--- config.mk ---
export PLATFORM = sky130hd
export DESIGN_NAME = qspi_fast_read_slave
export DESIGN_NICKNAME = d
export VERILOG_FILES = /design/src/rtl/qspi_fast_read_slave_pkg.sv /design/src/rtl/qspi_fast_read_slave_rd_buf.sv /design/src/rtl/qspi_fast_read_slave.sv
export SDC_FILE = /design/constraint.sdc
export NUM_CORES = 1
export LEC_CHECK = 0
export ABC_AREA = 1
export CORE_UTILIZATION = 50
export DETAILED_ROUTE_END_ITERATION = 8
export PLACE_DENSITY = 0.73
export SLEW_MARGIN = 20
export SYNTH_ARGS = -nofsm -noshare
export SYNTH_HDL_FRONTEND = slang
export SYNTH_HIERARCHICAL = 1
export SYNTH_SLANG_ARGS = --single-unit
export TNS_END_PERCENT = 50
--- constraint.sdc ---
create_clock -name qspi_clk -period 2.5 [get_ports qspi_clk]
set_clock_uncertainty 0.15 [all_clocks]
set_input_delay 0.5 -clock qspi_clk [delete_from_list [all_inputs] [get_ports qspi_clk]]
set_output_delay 0.5 -clock qspi_clk [all_outputs]
set_load 0.05 [all_outputs]
--- src/rtl/qspi_fast_read_slave_pkg.sv ---
// Shared opcode, address width, dummy-cycle default and FSM encoding for the QSPI fast-read target.
package qspi_fast_read_slave_pkg;

   localparam logic [7:0] CMD_FAST_READ = 8'h0b;
   localparam int         ADDR_BITS     = 24;
   localparam int         DUMMY_CYC     = 8;

   typedef enum logic [1:0] {
      ST_IDLE,
      ST_ADDR,
      ST_DUMMY,
      ST_DATA
   } state_t;

endpackage

--- src/rtl/qspi_fast_read_slave_rd_buf.sv ---
// RD_BL-word read buffer: in-order writes, per-word valid bits, byte read port with same-cycle write bypass.
// Writes land one edge after rd_data_vld; words beyond RD_BL are dropped (no backpressure).
module qspi_rd_buf #(
   parameter int RD_BL = 2
) (
   input  logic        qspi_clk,
   input  logic        rst_n,
   input  logic        clr,
   input  logic        wr,
   input  logic [15:0] wr_data,
   input  logic [7:0]  byte_sel,
   output logic [7:0]  rd_byte,
   output logic        rd_ok
);

   localparam logic [7:0] DEPTH = 8'(RD_BL);

   logic [15:0]      mem [RD_BL];
   logic [RD_BL-1:0] valid;
   logic [7:0]       wptr;
   logic             wr_hit;
   logic [15:0]      word;

   assign wr_hit = wr && (wptr < DEPTH);

   always_ff @(posedge qspi_clk or negedge rst_n) begin
      if (!rst_n) begin
         wptr  <= 8'd0;
         valid <= '0;
         for (int i = 0; i < RD_BL; i++) mem[i] <= 16'h0000;
      end else if (clr) begin
         wptr  <= 8'd0;
         valid <= '0;
      end else if (wr_hit) begin
         wptr <= wptr + 8'd1;
         for (int i = 0; i < RD_BL; i++) begin
            if (wptr == 8'(i)) begin
               mem[i]   <= wr_data;
               valid[i] <= 1'b1;
            end
         end
      end
   end

   // A word arriving on the very edge its byte is needed is forwarded straight through.
   always_comb begin
      word  = 16'h0000;
      rd_ok = 1'b0;
      for (int i = 0; i < RD_BL; i++) begin
         if (byte_sel[7:1] == 7'(i)) begin
            if (valid[i]) begin
               word  = mem[i];
               rd_ok = 1'b1;
            end else if (wr_hit && (wptr == 8'(i))) begin
               word  = wr_data;
               rd_ok = 1'b1;
            end
         end
      end
      rd_byte = byte_sel[0] ? word[7:0] : word[15:8];
   end

endmodule

--- src/rtl/qspi_fast_read_slave.sv ---
// Single-lane QSPI fast-read (0x0B) target: opcode hunt, 24-bit address, dummy cycles, 2*RD_BL bytes out MSB-first.
// First data bit appears on the last dummy edge; a late SDRAM word yields 0x00 bytes and a sticky underrun flag.
module qspi_fast_read_slave #(
   parameter int         RD_BL         = 2,
   parameter logic [7:0] CMD_FAST_READ = qspi_fast_read_slave_pkg::CMD_FAST_READ,
   parameter int         DUMMY_CYC     = qspi_fast_read_slave_pkg::DUMMY_CYC
) (
   input  logic        qspi_clk,
   input  logic        rst_n,
   input  logic        csn,
   input  logic        di,
   output logic        dout,
   output logic        rd_req,
   output logic [23:0] rd_addr,
   input  logic        rd_ack,
   input  logic [15:0] rd_data,
   input  logic        rd_data_vld,
   output logic        busy,
   output logic        underrun_err,
   output logic [7:0]  xfer_cnt
);
   import qspi_fast_read_slave_pkg::*;

   localparam logic [7:0] ADDR_LAST  = 8'(ADDR_BITS - 1);
   localparam logic [7:0] DUMMY_LAST = 8'(DUMMY_CYC - 1);
   localparam logic [7:0] DATA_LAST  = 8'(16 * RD_BL - 1);

   state_t               state;
   logic [7:0]           win;
   logic [7:0]           win_nxt;
   logic [7:0]           cnt;
   logic [7:0]           load_idx;
   logic [ADDR_BITS-2:0] addr_sh;
   logic [6:0]           data_sh;
   logic                 buf_clr;
   logic                 buf_wr;
   logic                 buf_ok;
   logic [7:0]           buf_byte;

   assign win_nxt  = {win[6:0], di};
   // Index of the data bit driven on this edge; multiples of 8 fetch a fresh byte.
   assign load_idx = (state == ST_DATA) ? cnt + 8'd1 : 8'd0;
   assign buf_clr  = !csn && (state == ST_ADDR) && (cnt == ADDR_LAST);
   assign buf_wr   = rd_data_vld && ((state == ST_DUMMY) || (state == ST_DATA));
   assign busy     = (state != ST_IDLE);

   qspi_rd_buf #(
      .RD_BL (RD_BL)
   ) u_rd_buf (
      .qspi_clk (qspi_clk),
      .rst_n    (rst_n),
      .clr      (buf_clr),
      .wr       (buf_wr),
      .wr_data  (rd_data),
      .byte_sel (load_idx >> 3),
      .rd_byte  (buf_byte),
      .rd_ok    (buf_ok)
   );

   always_ff @(posedge qspi_clk or negedge rst_n) begin
      if (!rst_n) begin
         state        <= ST_IDLE;
         win          <= 8'h00;
         cnt          <= 8'd0;
         addr_sh      <= '0;
         data_sh      <= 7'h00;
         dout         <= 1'b0;
         rd_req       <= 1'b0;
         rd_addr      <= 24'h000000;
         underrun_err <= 1'b0;
         xfer_cnt     <= 8'd0;
      end else begin
         if (rd_ack) rd_req <= 1'b0;
         if (csn) begin
            state  <= ST_IDLE;
            win    <= 8'h00;
            cnt    <= 8'd0;
            rd_req <= 1'b0;
            dout   <= 1'b0;
         end else begin
            case (state)
               ST_IDLE: begin
                  win <= win_nxt;
                  if (win_nxt == CMD_FAST_READ) begin
                     state <= ST_ADDR;
                     cnt   <= 8'd0;
                  end
               end
               ST_ADDR: begin
                  addr_sh <= {addr_sh[ADDR_BITS-3:0], di};
                  cnt     <= cnt + 8'd1;
                  if (cnt == ADDR_LAST) begin
                     rd_addr <= {addr_sh, di};
                     rd_req  <= 1'b1;
                     state   <= ST_DUMMY;
                     cnt     <= 8'd0;
                  end
               end
               ST_DUMMY: begin
                  cnt <= cnt + 8'd1;
                  if (cnt == DUMMY_LAST) begin
                     dout    <= buf_ok & buf_byte[7];
                     data_sh <= buf_ok ? buf_byte[6:0] : 7'h00;
                     if (!buf_ok) underrun_err <= 1'b1;
                     state   <= ST_DATA;
                     cnt     <= 8'd0;
                  end
               end
               ST_DATA: begin
                  if (cnt == DATA_LAST) begin
                     state    <= ST_IDLE;
                     win      <= 8'h00;
                     cnt      <= 8'd0;
                     dout     <= 1'b0;
                     rd_req   <= 1'b0;
                     xfer_cnt <= xfer_cnt + 8'd1;
                  end else begin
                     cnt <= load_idx;
                     if (load_idx[2:0] == 3'd0) begin
                        dout    <= buf_ok & buf_byte[7];
                        data_sh <= buf_ok ? buf_byte[6:0] : 7'h00;
                        if (!buf_ok) underrun_err <= 1'b1;
                     end else begin
                        dout    <= data_sh[6];
                        data_sh <= {data_sh[5:0], 1'b0};
                     end
                  end
               end
               default: state <= ST_IDLE;
            endcase
         end
      end
   end

endmodule

* After elaboration in Yosys (flattened, before gate mapping)
Cells that the tools add are included.
Widths: inputs -> output; s select.
** Storage, ports and cells
- Bits of input ports :: 22
- Bits in registers :: 124
** Cells by class
- Add/sub/neg operators :: 3
- Reduce and logical (&&, ||, !) cells :: 31
- Magnitude comparators :: 1
- Bitwise operators :: 3
- Equal/unequal tests :: 16
- Muxes and demuxes :: 55
** Operators by type and width (number)
- $mux 16 :: 6
- $mux 8 :: 9
- $mux 7 :: 6
- $pmux 8 s4 :: 1
- $pmux 7 s2 :: 2
- $add 8x1->8 const B :: 3
- $mux 1 :: 20
- $eq 8x5->1 const B :: 2
- $mux 2 :: 7
- $reduce_and 3->1 :: 4
- $reduce_and 2->1 :: 5
- $reduce_bool 2->1 :: 5
- $ne 3x2->1 const B :: 3
- $eq 8x1->1 const B :: 1
- $eq 8x3->1 const B :: 1
- $eq 8x4->1 const B :: 1
- $logic_not 8->1 :: 1
- $lt 8x2->1 const B :: 1
- $pmux 2 s4 :: 1
- $reduce_and 4->1 :: 2
- $logic_not 7->1 :: 1
- $logic_and 1x1->1 :: 6
- $pmux 1 s2 :: 3
- $reduce_bool 3->1 :: 2
- 13 further kinds :: 16

* Depth between registers and ports, before layout
- Depth in word-level cells :: 17
- Depth in mapped cells :: 17
- Depth with buffers taken out :: 16

* Modules after synthesis
Netlist, hierarchy kept.
** Modules (own cells, without submodules)
- qspi_fast_read_slave :: sequential area each 2052.0 µm², instances 1, cells an instance 472, area each 4061.4 µm²
- qspi_rd_buf :: sequential area each 1051.0 µm², instances 1, cells an instance 355, area each 2514.9 µm²

* Worst setup path before layout
No wires, ideal clock.
- Path kind :: register to register
- From :: reg cnt[0]
- To :: reg dout
- Slack :: -0.055 ns
- Clock period less this slack :: 2.555 ns
- Data required time :: 2.272 ns
- Data arrival time :: 2.328 ns
- Cell stages (with the launch flop) :: 17
- Path through :: dfrtp_1 -> ha_1 -> nand2_2 -> nor2_1 -> nand2_1 -> xnor2_1 -> and2_1 -> inv_1 -> nand4_1 -> nor2_1 -> nand2_1 -> nand2_1 -> clkbuf_1 -> nand2_1 -> nor2_1 -> nor2_1 -> a21oi_1
** RTL lines
- start, declared :: RTL line qspi_fast_read_slave.sv:31 : logic [7:0] cnt;
- start signal, assigned :: RTL line qspi_fast_read_slave.sv:91 : cnt <= cnt + 8'd1;
- start signal, assigned :: RTL line qspi_fast_read_slave.sv:100 : cnt <= cnt + 8'd1;
- start signal, assigned :: RTL line qspi_fast_read_slave.sv:118 : cnt <= load_idx;
- $add 8x1->8 * :: RTL line qspi_fast_read_slave.sv:42 : assign load_idx = (state == ST_DATA) ? cnt + 8'd1 : 8'd0;
- $mux 8 * :: RTL line qspi_fast_read_slave.sv:42
- net load_idx[6] :: RTL line qspi_fast_read_slave.sv:32 : logic [7:0] load_idx;
- $logic_not 7->1 :: RTL line qspi_fast_read_slave_rd_buf.sv:50 : if (byte_sel[7:1] == 7'(i)) begin
- $mux 1 :: RTL line qspi_fast_read_slave_rd_buf.sv:50
- $mux 1 :: RTL line qspi_fast_read_slave_rd_buf.sv:54 : end else if (wr_hit && (wptr == 8'(i))) begin
- $mux 1 :: RTL line qspi_fast_read_slave_rd_buf.sv:51 : if (valid[i]) begin
- $mux 1 * :: RTL line qspi_fast_read_slave_rd_buf.sv:50
- net buf_ok :: RTL line qspi_fast_read_slave.sv:37 : logic buf_ok;
- $and 1x1->1 * :: RTL line qspi_fast_read_slave.sv:102, qspi_fast_read_slave.sv:120
- $mux 1 :: RTL line qspi_fast_read_slave.sv:119 : if (load_idx[2:0] == 3'd0) begin
- $mux 1 :: RTL line qspi_fast_read_slave.sv:110 : if (cnt == DATA_LAST) begin
- $pmux 1 s2 * :: RTL line qspi_fast_read_slave.sv:81 : case (state)
- $mux 1 * :: RTL line qspi_fast_read_slave.sv:74 : if (csn) begin
- end signal, assigned :: RTL line qspi_fast_read_slave.sv:102 : dout <= buf_ok & buf_byte[7];
- end signal, assigned :: RTL line qspi_fast_read_slave.sv:120 : dout <= buf_ok & buf_byte[7];
- end signal, assigned :: RTL line qspi_fast_read_slave.sv:124 : dout <= data_sh[6];
- end, declared :: RTL line qspi_fast_read_slave.sv:12 : output logic dout,
The timed path passes the listed nets; every way through them passes the cells marked *. The select of a mux whose other input is x is not followed.
A chain may end at the register's enable or synchronous reset.

* Worst setup path after layout
- From :: reg cnt[0]
- To :: reg dout
** RTL lines
- $add 8x1->8 * :: RTL line qspi_fast_read_slave.sv:42
- $mux 8 * :: RTL line qspi_fast_read_slave.sv:42
- net load_idx[3] :: RTL line qspi_fast_read_slave.sv:32
- $mux 8 * :: RTL line qspi_fast_read_slave_rd_buf.sv:60 : rd_byte = byte_sel[0] ? word[7:0] : word[15:8];
- net buf_byte[7] :: RTL line qspi_fast_read_slave.sv:38 : logic [7:0] buf_byte;
- $and 1x1->1 * :: RTL line qspi_fast_read_slave.sv:102, qspi_fast_read_slave.sv:120
- $mux 1 :: RTL line qspi_fast_read_slave.sv:119
- $mux 1 :: RTL line qspi_fast_read_slave.sv:110
- $pmux 1 s2 * :: RTL line qspi_fast_read_slave.sv:81
- $mux 1 * :: RTL line qspi_fast_read_slave.sv:74
Marked as above.

==> impl_metrics.csv <==
group,metric,value,unit
run_status,outcome,"complete, no violations",
global_route,grt_overflow,0,
placed_design,place_hpwl,9980,um
worst_setup_path,r2r_end,"dout",
sta,slew_headroom,64.6,%
layout,layout-drive-gt1-share,14.8,%
layout,synthToLayoutAreaGrowth,22.4,%
worst_setup_path,worstReg2RegStart,"cnt[0]",
power,swShare,28.1,%
placed_design,dp_slack,-0.0995,ns
sta,worst_pin_slew,0.530,ns
yosys,synth_seq_area_share,47.2,%
clock_tree,cts_tree,"done",
floorplanning,initial_utilization,51.7,%
clock_tree,cts-root-buf,"clkbuf_16",
worst_setup_path,critPathLaunchType,"register",
min_path,whs_endpoint,"underrun_err",
worst_setup_path,crit_slowest_cell,"dfrtp_1",
global_route,grt_max_degree,54,
run,drv_cap,0,
worst_setup_path,crit_buf_inv,2,
layout,fin_nets,937,
yosys,synthSimpleGateAreaFrac,30.9,%
worst_setup_path,reg2reg_depth,14,
power,pwr-share-clk,42.9,%
sta,fmax,428,MHz
min_path,worstHoldPathCells,2,
floorplanning,row_count,41,
power,power_frac_comb,16.5,%
worst_setup_path,end_kind,"register",
power,p_int,3.97,mW
clock_tree,numClockSinks,124,
drt,vias_per_cell,5.11,
worst_setup_path,cp_common_cell,"nor2_1",
power,power_density,686,nW/um^2
drt,drt-initial-drc-count,457,
drt,drcViolationCount,0,
sta,setup_tns,0,ns
clock_tree,numCtsBuffers,17,
global_route,antenna_found_initial,0,
worst_setup_path,cpPeakStageDelay,0.42,ns
floorplanning,die_x,117,um
placed_design,port_buffers,57,
layout,post_layout_nonfiller_instances,1088,
yosys,synth_xor_area_share,0.799,%
layout,layout_commonest_cell,"nand2_1",
floorplanning,ios,58,
min_path,min_path_type,"reg -> reg",
worst_setup_path,path_cells,"nand3_1 > xor2_1 > inv_1 > nor2_2 > buf_4 > nor2_1 > o21ai_0 > nand2_1 > nand3_1 > nand2_1 > nand2_2 > nor2_1 > nor2_1 > a21oi_1",
drt,wire_per_inst,13.5,um
sta,period_needed,2.33,ns
clock_tree,clkSlewWorstSetupHoldPaths,0.05,ns
worst_setup_path,crit_start,"cnt[0]",
sta,worst_slack,0.166,ns
drt,dr_total_vias,5559,
global_route,grt_pass1_wl,24900,um
power,ir_drop,0.490,mV
layout,n_antenna_cell,0,
min_path,hp-start,"underrun_err",
global_route,grt_pass1_vias,5213,
yosys,yosys_register_bits,124,
worst_setup_path,path_delay_family,"simple AND/OR/NAND/NOR gates",
floorplanning,die_area,13600,sq um
power,leakage,3.92,nW
yosys,yosysWarnings,6,
yosys,syn_avg_cell_area,7.95,sq um
clock_tree,cts_buffer_depth,2,
sta,slew_violations,0,
placed_design,place_congestion,0.845,
clock_tree,clk-insertion-delay-late,0.41,ns
worst_setup_path,r2r_slack,0.17,ns
placed_design,place_inst,1054,
yosys,ys_types,34,
layout,post-route-util,63.3,%
floorplanning,core-area,12700,sq um
yosys,synth_fa_ha_area_share,1.90,%
global_route,grt_use_total,23.9,%
worst_setup_path,cp.arrival,2.48,ns
drt,first_pass_iters,6,
worst_setup_path,required,2.64,ns
floorplanning,die_h,117,um
sta,hold_viol_final,0,
worst_setup_path,path_class,"reg -> reg",
yosys,postSynthCellCount,827,
worst_setup_path,crit_fanout,16,
power,power.net_switching,1.55,mW
layout,final_cell_mix,"nand2_1 (248), dfrtp_1 (123), nor2_1 (91), inv_1 (72), o21ai_0 (72)",
sta,fin_crit_sh,93.4,%
clock_tree,cts_max_level,4,
sta,setup_viol,0,
yosys,muxShareOfSynthArea,0,%
sta,hold_ws,0.311,ns
power,pwr-share-seq,40.6,%
drt,wirelength,14700,um
yosys,synth_area,6580,sq um
yosys,synth_compound_area_share,10.9,%
drt,ant_nets,0,
yosys,synth_top_family_by_area,"simple AND/OR/NAND/NOR gates",
worst max-delay path by stage:
stage	endpoint	slack, ns	cells past startpoint
floorplan	dout	0.04	16
global placement	dout	-0.01	12
detailed placement	dout	-0.1	12
CTS	dout	0.05	16
global route	dout	-0.02	16
finish	dout	0.17	14
kinds of logic after synthesis:
kind of cell	count (synthesis)
adders and majority gates	10
AOI/OAI and AO/OA	116
and+or+nand+nor	456
other	1
buffers and inverters	114
xor gates and xnor gates	6
DFF	124
state kept, by name (all words and copies together), names as in the netlist:
register	flops
u_rd_buf/mem	32
rd_addr	24
addr_sh	23
cnt	8
u_rd_buf/wptr	8
xfer_cnt	8
data_sh	7
win	7
state	2
u_rd_buf/valid	2
dout	1
rd_req	1
underrun_err	1
metal layers:
layer,share of wire (%),vias up,track usage [%]
met5,0,-,0
met4,1.2,0,7.93
met3,5.9,11,6.12
met2,46,171,37.3
met1,47,2576,32.6
li1,-,2801,-
worst register-to-register path, delay by kind of cell, from the launching register on:
family          cells  cell delay, ns
simple gates        9            0.96
flops               1            0.42
buf+inv             2            0.33
xor+xnor            1            0.20
compound gates      2            0.14
power by group through the flow:
stage	logic (mW)	clock network (mW)	registers, mW
floorplan	0.584	0	2.28
global placement	0.875	0	2.26
detailed placement	0.888	0	2.27
CTS	0.898	2.41	2.24
global route	1.03	2.50	2.26
finish	0.908	2.37	2.24
area by class of cell:
| class | instances | area, sq um |
|---|---|---|
| Timing Repair Buffer | 93 | 867 |
| Inverter | 78 | 298 |
| Tap cell | 172 | 215 |
| Fill cell | 1117 | 4670 |
| Sequential cell | 124 | 3100 |
| Clock inverter | 7 | 88.8 |
| Multi-Input combinational cell | 591 | 3000 |
| Clock buffer | 23 | 478 |
per-stage QoR:
stage | total power [mW] | area [sq um]
6_report | 5.52 | 8050
5_1_grt | 5.79 | 8050
4_1_cts | 5.54 | 7970
3_5_place_dp | 3.15 | 7390
3_3_place_gp | 3.14 | 7390
2_1_floorplan | 2.86 | 6590
timing repair:
item                                    CTS  global route
hold buffers                              1             0
gates resized for setup                   1            19
hold endpoints to repair                 31             0
setup buffers                             0             3
pin swaps                                 0             5
endpoints found under the setup margin    1             9
synth_stat cells (all sizes together):
cell type	number	area share, %
clkbuf	11	0.63
nand3	50	4.7
a31oi	1	0.095
xor2	4	0.53
nor2	109	7.3
dfrtp	124	47
and2	2	0.19
xnor2	2	0.27
clkinv	1	0.057
a21oi	7	0.53
o21ai	107	10
nand4	38	3.7
ha	10	1.9
o21a	1	0.11
buf	25	3.1
conb	1	0.057
nor3	1	0.076
inv	77	4.4
nand2	256	15
No activity file was read; power rests on OpenSTA's default activity.
